File: src/rtl/rf_wb_arbiter_pkg.sv
// Shared constants and types for the RF writeback arbiter.
// Register-file geometry and requester identifiers.
package rf_wb_arbiter_pkg;

  localparam int RF_AW = 5;
  localparam int RF_DW = 32;
  localparam int RF_N  = 1 << RF_AW;

  typedef enum logic [1:0] {
    REQ_NONE = 2'd0,
    REQ_PIPE = 2'd1,
    REQ_MDU  = 2'd2,
    REQ_LSU  = 2'd3
  } req_e;

  function automatic logic [RF_N-1:0] onehot(
    input logic [RF_AW-1:0] idx
  );
    logic [RF_N-1:0] v;
    v = '0;
    v[idx] = 1'b1;
    return v;
  endfunction

endpackage

File: src/rtl/rf_scoreboard.sv
// Outstanding long-latency destination scoreboard.
// Set on issue, cleared on writeback grant; set wins.
module rf_scoreboard
  import rf_wb_arbiter_pkg::*;
(
  input  logic             clk,
  input  logic             rst_n,
  input  logic             set,
  input  logic [RF_AW-1:0] set_dst,
  input  logic             clr,
  input  logic [RF_AW-1:0] clr_dst,
  output logic [RF_N-1:0]  busy_mask
);

  logic [RF_N-1:0] set_vec;
  logic [RF_N-1:0] clr_vec;
  logic [RF_N-1:0] mask_nxt;

  // x0 never becomes busy; set is applied after clear.
  always_comb begin
    set_vec  = '0;
    clr_vec  = '0;
    if (set && set_dst != '0)
      set_vec = onehot(set_dst);
    if (clr)
      clr_vec = onehot(clr_dst);
    mask_nxt = (busy_mask & ~clr_vec) | set_vec;
  end

  // Scoreboard state register.
  always_ff @(posedge clk or negedge rst_n) begin
    if (!rst_n)
      busy_mask <= '0;
    else
      busy_mask <= mask_nxt;
  end

endmodule

File: src/rtl/rf_wb_arbiter.sv
// RF write-port arbiter: pipeline, MDU and LSU share
// one registered write port, yielding to sync writes.
module rf_wb_arbiter
  import rf_wb_arbiter_pkg::*;
#(
  parameter int STARVE_LIMIT = 4,
  parameter int CNT_W        = 4
) (
  input  logic             cpu_clk,
  input  logic             cpu_rstn,
  input  logic             sync_we,
  input  logic             pipe_we,
  input  logic [RF_AW-1:0] pipe_wR,
  input  logic [RF_DW-1:0] pipe_wD,
  output logic             pipe_stall,
  input  logic             mdu_valid,
  output logic             mdu_ready,
  input  logic [RF_AW-1:0] mdu_wR,
  input  logic [RF_DW-1:0] mdu_wD,
  input  logic             lsu_valid,
  output logic             lsu_ready,
  input  logic [RF_AW-1:0] lsu_wR,
  input  logic [RF_DW-1:0] lsu_wD,
  input  logic             iss_set,
  input  logic [RF_AW-1:0] iss_dst,
  output logic [RF_N-1:0]  busy_mask,
  output logic             rf_we,
  output logic [RF_AW-1:0] rf_wR,
  output logic [RF_DW-1:0] rf_wD
);

  localparam logic [CNT_W-1:0] LIMIT = CNT_W'(STARVE_LIMIT);

  logic             rr_ptr;
  logic [CNT_W-1:0] starve_cnt;
  req_e             grant;
  logic             req_pend;
  logic             starved;
  logic             mdu_pick;
  logic             lsu_pick;
  logic             unit_gnt;
  logic [RF_AW-1:0] win_wR;
  logic [RF_DW-1:0] win_wD;

  // rr_ptr=0 prefers MDU; the other unit wins if preferred is idle.
  always_comb begin
    req_pend = mdu_valid || lsu_valid;
    starved  = req_pend && (starve_cnt == LIMIT);
    mdu_pick = mdu_valid && (!rr_ptr || !lsu_valid);
    lsu_pick = lsu_valid && (rr_ptr || !mdu_valid);
  end

  // Priority: sync write, starvation, pipeline, round-robin.
  always_comb begin
    grant      = REQ_NONE;
    pipe_stall = 1'b0;
    if (sync_we) begin
      pipe_stall = pipe_we;
    end else if (starved) begin
      pipe_stall = pipe_we;
      grant      = mdu_pick ? REQ_MDU : REQ_LSU;
    end else if (pipe_we) begin
      grant = REQ_PIPE;
    end else if (mdu_pick) begin
      grant = REQ_MDU;
    end else if (lsu_pick) begin
      grant = REQ_LSU;
    end
    mdu_ready = (grant == REQ_MDU);
    lsu_ready = (grant == REQ_LSU);
    unit_gnt  = mdu_ready || lsu_ready;
  end

  // Winner's write selected for the output register.
  always_comb begin
    win_wR = '0;
    win_wD = '0;
    unique case (grant)
      REQ_PIPE: begin
        win_wR = pipe_wR;
        win_wD = pipe_wD;
      end
      REQ_MDU: begin
        win_wR = mdu_wR;
        win_wD = mdu_wD;
      end
      REQ_LSU: begin
        win_wR = lsu_wR;
        win_wD = lsu_wD;
      end
      default: ;
    endcase
  end

  // Registered write port; x0 consumes the slot with no write.
  always_ff @(posedge cpu_clk or negedge cpu_rstn) begin
    if (!cpu_rstn) begin
      rf_we <= 1'b0;
      rf_wR <= '0;
      rf_wD <= '0;
    end else if (grant != REQ_NONE) begin
      rf_we <= (win_wR != '0);
      rf_wR <= win_wR;
      rf_wD <= win_wD;
    end else begin
      rf_we <= 1'b0;
    end
  end

  // Round-robin pointer and starvation counter.
  always_ff @(posedge cpu_clk or negedge cpu_rstn) begin
    if (!cpu_rstn) begin
      rr_ptr     <= 1'b0;
      starve_cnt <= '0;
    end else begin
      if (unit_gnt) begin
        rr_ptr     <= mdu_ready;
        starve_cnt <= '0;
      end else if (grant == REQ_PIPE && req_pend
                   && starve_cnt != LIMIT) begin
        starve_cnt <= starve_cnt + 1'b1;
      end
    end
  end

  rf_scoreboard u_sb (
    .clk       (cpu_clk),
    .rst_n     (cpu_rstn),
    .set       (iss_set),
    .set_dst   (iss_dst),
    .clr       (unit_gnt),
    .clr_dst   (win_wR),
    .busy_mask (busy_mask)
  );

endmodule

File: config.mk
export PLATFORM = sky130hd
export DESIGN_NAME = rf_wb_arbiter
export DESIGN_NICKNAME = d
export VERILOG_FILES = /design/src/rtl/rf_wb_arbiter_pkg.sv /design/src/rtl/rf_scoreboard.sv /design/src/rtl/rf_wb_arbiter.sv
export SDC_FILE = /design/constraint.sdc
export NUM_CORES = 1
export LEC_CHECK = 0
export CORE_MARGIN = 2
export CORE_UTILIZATION = 30
export CTS_CLUSTER_SIZE = 16
export DETAILED_ROUTE_END_ITERATION = 8
export PLACE_DENSITY = 0.74
export SLEW_MARGIN = 20
export SYNTH_ARGS = -nofsm -noshare
export SYNTH_HDL_FRONTEND = slang
export SYNTH_SLANG_ARGS = --single-unit
File: constraint.sdc
create_clock -name cpu_clk -period 3.1 [get_ports cpu_clk]
set_input_delay 0.31 -clock cpu_clk [delete_from_list [all_inputs] [get_ports cpu_clk]]
set_output_delay 0.31 -clock cpu_clk [all_outputs]
set_load 0.02 [all_outputs]
# Word-level counts from Yosys, hierarchy flattened

Index checks and enable logic that the tools add are counted.

Output and inout port bits: 73
Bits of input ports: 123
Flip-flop bits (word level): 75
Word-level logic and storage cells: 57

Order comparisons: 4
$add $sub $neg: 1
Equality and inequality tests: 5
Bitwise gates (word level): 3
Mux-type cells: 19
Reductions and logical operators: 19

Operators with widths:

| operator            | count |
|---|---|
| $pmux 32 s3         | 1 |
| $mux 32             | 2 |
| $and 32x32->32      | 1 |
| $not 32->32         | 1 |
| $or 32x32->32       | 1 |
| $pmux 5 s3          | 1 |
| $lt 5x6->1 const B  | 2 |
| $demux 1 s5         | 2 |
| $ge 5x1->1 const B  | 2 |
| $mux 2              | 5 |
| $reduce_bool 5->1   | 2 |
| $logic_and 1x1->1   | 8 |
| $mux 4              | 2 |
| $mux 1              | 6 |
| $add 4x1->4 const B | 1 |
| $eq 2x2->1 const B  | 2 |
| $eq 4x3->1 const B  | 1 |
| $logic_or 1x1->1    | 4 |
| $ne 4x3->1 const B  | 1 |
| $reduce_bool 2->1   | 2 |
| $logic_not 1->1     | 3 |
| $eq 2x1->1 const B  | 1 |

# Longest topological paths before layout

Depth after elaboration: 18
Gate-level depth with buffers: 9
Gate-level depth less buffers: 8

# By module

A second synthesis with hierarchy kept.

Cell total of the unflattened synthesis: 338
Area total of the unflattened synthesis: 3682.3 µm²

Modules (own cells, without submodules):

| module        | seq. area each (µm²) | cells an instance | instances | area an instance (µm²) |
|---|---|---|---|---|
| rf_wb_arbiter | 1076.0               | 216               | 1         | 2369.8 |
| rf_scoreboard | 800.8                | 122               | 1         | 1312.5 |

# Worst setup path after synthesis

OpenSTA, ideal clock, no wires.

Kind: register -> register
Start point: reg starve_cnt[0]
End point: reg rf_we
Buffers on the path: 1
Cell stages (with the launch flop): 9
Slack: 0.726 ns
Library setup time: 0.139 ns
Clock period less this slack: 2.374 ns
Arrival time: 2.236 ns
Required time: 2.961 ns
Cell sequence: dfrtp_1 > inv_1 > ha_1 > nand3b_4 > o211a_1 > a22o_1 > or3b_1 > buf_2 > or4_1

Word-level cells in the longest chain between the ends: 8
Elaborated cells between the ends (all ways): 11
Classes of those cells: eq/ne: 4; mux: 4; reduce/logical: 3

RTL lines:

| element                                  | RTL line             | RTL |
|---|---|---|
| from (decl)                              | rf_wb_arbiter.sv:35  | `logic [CNT_W-1:0] starve_cnt;` |
| from (signal assigned)                   | rf_wb_arbiter.sv:121 | `starve_cnt <= starve_cnt + 1'b1;` |
| $eq 4x3->1 (*)                           | rf_wb_arbiter.sv:48  | `starved = req_pend && (starve_cnt == LIMIT);` |
| $logic_and 1x1->1 (*)                    | rf_wb_arbiter.sv:48  |  |
| $mux 2 (*)                               | rf_wb_arbiter.sv:59  | `end else if (starved) begin` |
| $mux 2 (*)                               | rf_wb_arbiter.sv:57  | `if (sync_we) begin` |
| $eq 2x2->1 or $eq 2x1->1 (tied branches) | rf_wb_arbiter.sv:78  | `unique case (grant)` |
| $pmux 5 s3                               | rf_wb_arbiter.sv:78  |  |
| $reduce_bool 5->1                        | rf_wb_arbiter.sv:102 | `rf_we <= (win_wR != '0);` |
| $mux 1 (*)                               | rf_wb_arbiter.sv:101 | `end else if (grant != REQ_NONE) begin` |
| to (signal assigned)                     | rf_wb_arbiter.sv:102 |  |
| to (decl)                                | rf_wb_arbiter.sv:27  | `output logic rf_we,` |

Every way passes the cells marked *; elsewhere a longest branch is shown, timed or not.
A chain may end at the register's enable or synchronous reset.

# Worst setup path in the final report

Start point: reg starve_cnt[0]
End point: out lsu_ready

Word-level cells in the longest chain between the ends: 5

RTL lines:

| element           | RTL line            | RTL |
|---|---|---|
| $eq 4x3->1        | rf_wb_arbiter.sv:48 |  |
| $logic_and 1x1->1 | rf_wb_arbiter.sv:48 |  |
| $mux 2            | rf_wb_arbiter.sv:59 |  |
| $mux 2            | rf_wb_arbiter.sv:57 |  |
| $eq 2x2->1        | rf_wb_arbiter.sv:70 | `lsu_ready = (grant == REQ_LSU);` |
| to (decl)         | rf_wb_arbiter.sv:21 | `output logic lsu_ready,` |

No other way between the ends.

==> out/metrics.cfg <==
[outcome]
status = finished, violations left
violations = design-rule violations

[power]
seqPwrFrac = 0.357
p_total_mw = 3.76
power.density_nw_per_um2 = 625
p_leak_nw = 2.36
p_switching_mw = 1.26
p_int_mw = 2.49
peakVddDrop_mv = 0.223
swShare = 0.336
comb_power_share = 0.355
clkPwrFrac = 0.288

[global_routing]
grt_pass1_vias = 3757
grt-ovfl-total = 0
grt_antenna_before_repair = 0
grt_max_degree = 76
grt_pass1_wl_um = 19300
grt_usage = 0.193

[clock_tree]
cts_resized = 0
ctsHoldBuffers = 0
clockBufferDepth = 2
clk_pin_slew_ns = 0.06
clkSinkCount = 75
cts_tree = built
htree_num_levels = 3
numCtsBuffers = 9
worst_skew_pair.late_latency_ns = 0.34
cts_root_buf = clkbuf_16
post_cts_buffers = 0

[timing]
max_slew_margin = 0.373
period_minus_slack_ns = 2.85
final-setup-viol-count = 0
rsz0062_at_grt = false
post-route-period-util = 0.921
fmax_mhz = 350
tightest_slew_ns = 0.940
fin_setup_tns_ns = 0
finalHoldViolCount = 0
drv_slew = 0
setup_ws_ns = 0.245
skew_ns = 0.00734

[flow_run]
maxCapViolCount = 0

[detailed_routing]
num_vias = 3821
postRouteAntennaNets = 0
first_pass_iters = 7
drt_iter0_markers = 283
postRouteWirelength_um = 12300
vias_per_cell = 5.37
wl_per_cell_um = 17.3
drc = 10

[logic_synthesis]
async_flop_share = 1.00
synthesis.instances = 368
synth_ff_type = dfrtp_1
avgSynthCellArea_um2 = 9.73
synth_top_area_cell = dfrtp_1
netlist_top_cells_area = dfrtp_1, o21ai_0, a21oi_1, a222oi_1, nor2_1
ys_seq_area_frac = 0.524
synth_edf_count = 0
synth-seq-cells = 75
yosysWarnings = 0
synth_area_um2 = 3580
synth_cell_types = 43
synth_top_area_share = 0.524
syn_nets = 493

[final_layout]
areaGrowthSynthToFinish_pct = 68.1
layout_commonest_cell = clkdlybuf4s50_1
fillCellCount = 1030
finalNetCount = 689
multiInputGateArea_um2 = 1620
drive_above_1_share = 0.0580
fin_util = 0.522
antenna_cells = 0
seq_area_um2 = 1880
mostFrequentLayoutCells = clkdlybuf4s50_1, dfrtp_1, o21ai_0
final_area_um2 = 6020

[critical_path]
cp_slowest_cell = clkdlybuf4s50_1
crit_family = buffers and inverters
crit_type = reg -> out
cp.arrival_ns = 2.54
worstPathRequired_ns = 2.79
worstSetupEndpointType = primary output
max_stage_delay_ns = 0.74
path_buf_inv = 2
worstPathMaxFanout = 9
start_kind = flop
cp_cell_sequence = inv_1 -> ha_1 -> nand3b_4 -> a2111oi_4 -> clkdlybuf4s50_1

[floorplan]
coreArea_um2 = 11500
initial_utilization = 0.311
die_w_um = 113
die_area_um2 = 12800
num_rows = 39
dieHeight_um = 113
io_pins = 196

[place]
gp_congestion = 0.923
pre_cts_slack_ns = 0.323
io_buffers = 195
hpwl_um = 9380
placed_area_um2 = 5710

[min_path]
min_path_type = in -> async

## layout make-up
type                       count  share of cell area
timing repair buffer         204               0.335
sequential                    75               0.312
tap                          143              0.0297
clock inverter                 7              0.0137
clock buffer                   9              0.0374
multi-input combinational    270               0.269
inverter                       4             0.00250
## path summary, 6_finish.rpt
kind,from,slack (ns),cells after the start,end
max,starve_cnt[0],0.25,5,lsu_ready
min,cpu_rstn,0.11,1,rf_wR[2]
max reg2reg,starve_cnt[0],0.43,8,u_sb.busy_mask[26]
min reg2reg,rf_wR[1],0.48,1,rf_wR[1]
max in group asynchronous,cpu_rstn,2.37,1,rf_wD[30]
min in group cpu_clk,rf_wR[1],0.48,1,rf_wR[1]
## flip-flops by register name, summed over array words and instances (netlist names)
register	flops
rf_wD	32
u_sb.busy_mask	32
rf_wR	5
starve_cnt	4
rf_we	1
rr_ptr	1
## per-stage QoR
step | std cells | hold WS [ns]
5_1_grt | 712 | 0.200
2_1_floorplan | 368 | 0.0144
4_1_cts | 712 | 0.160
6_report | 712 | 0.109
3_3_place_gp | 696 | 0.460
3_5_place_dp | 696 | 0.468
## layer usage
metal,GRT usage,part of all wire,vias to the layer above
met5,0,0,-
met4,0.0650,0.019,0
met3,0.0568,0.089,20
met2,0.327,0.50,194
met1,0.235,0.39,1814
li1,-,-,1793
## power groups by stage
stage | Clock, mW | Sequential (mW) | Combinational [mW]
after floorplan | 0 | 1.59 | 0.355
after global placement | 0 | 1.35 | 1.31
after detailed placement | 0 | 1.36 | 1.33
after CTS | 1.12 | 1.35 | 1.34
after global routing | 1.16 | 1.37 | 1.43
final | 1.08 | 1.34 | 1.33
## logic make-up after synthesis
kind of cell / after synthesis / synth area share
AO/OA/AOI/OAI: 174 / 0.314
AND/OR/NAND/NOR: 90 / 0.120
flip-flops: 75 / 0.524
buffers and inverters: 23 / 0.0252
XOR/XNOR: 3 / 0.00734
adder cells (fa/ha/maj): 2 / 0.00699
multiplexers: 1 / 0.00280
## synthesized netlist by cell type, drive strengths merged, types with 2 or more instances
library cell and number:
xor2 2, o211ai 4, nor3 2, inv 4, a22oi 18, clkbuf 16
or4 2, nand3 9, nand2b 2, dfrtp 75, ha 2, buf 3
a22o 4, o31ai 8, a21o 3, a211oi 2, a222oi 16, or2 3
nand2 16, a211o 4, nor2 41, nand4 2, a21oi 35, o21ai 72
and2 4, nor2b 4
No activity file was read; power rests on OpenSTA's default activity.
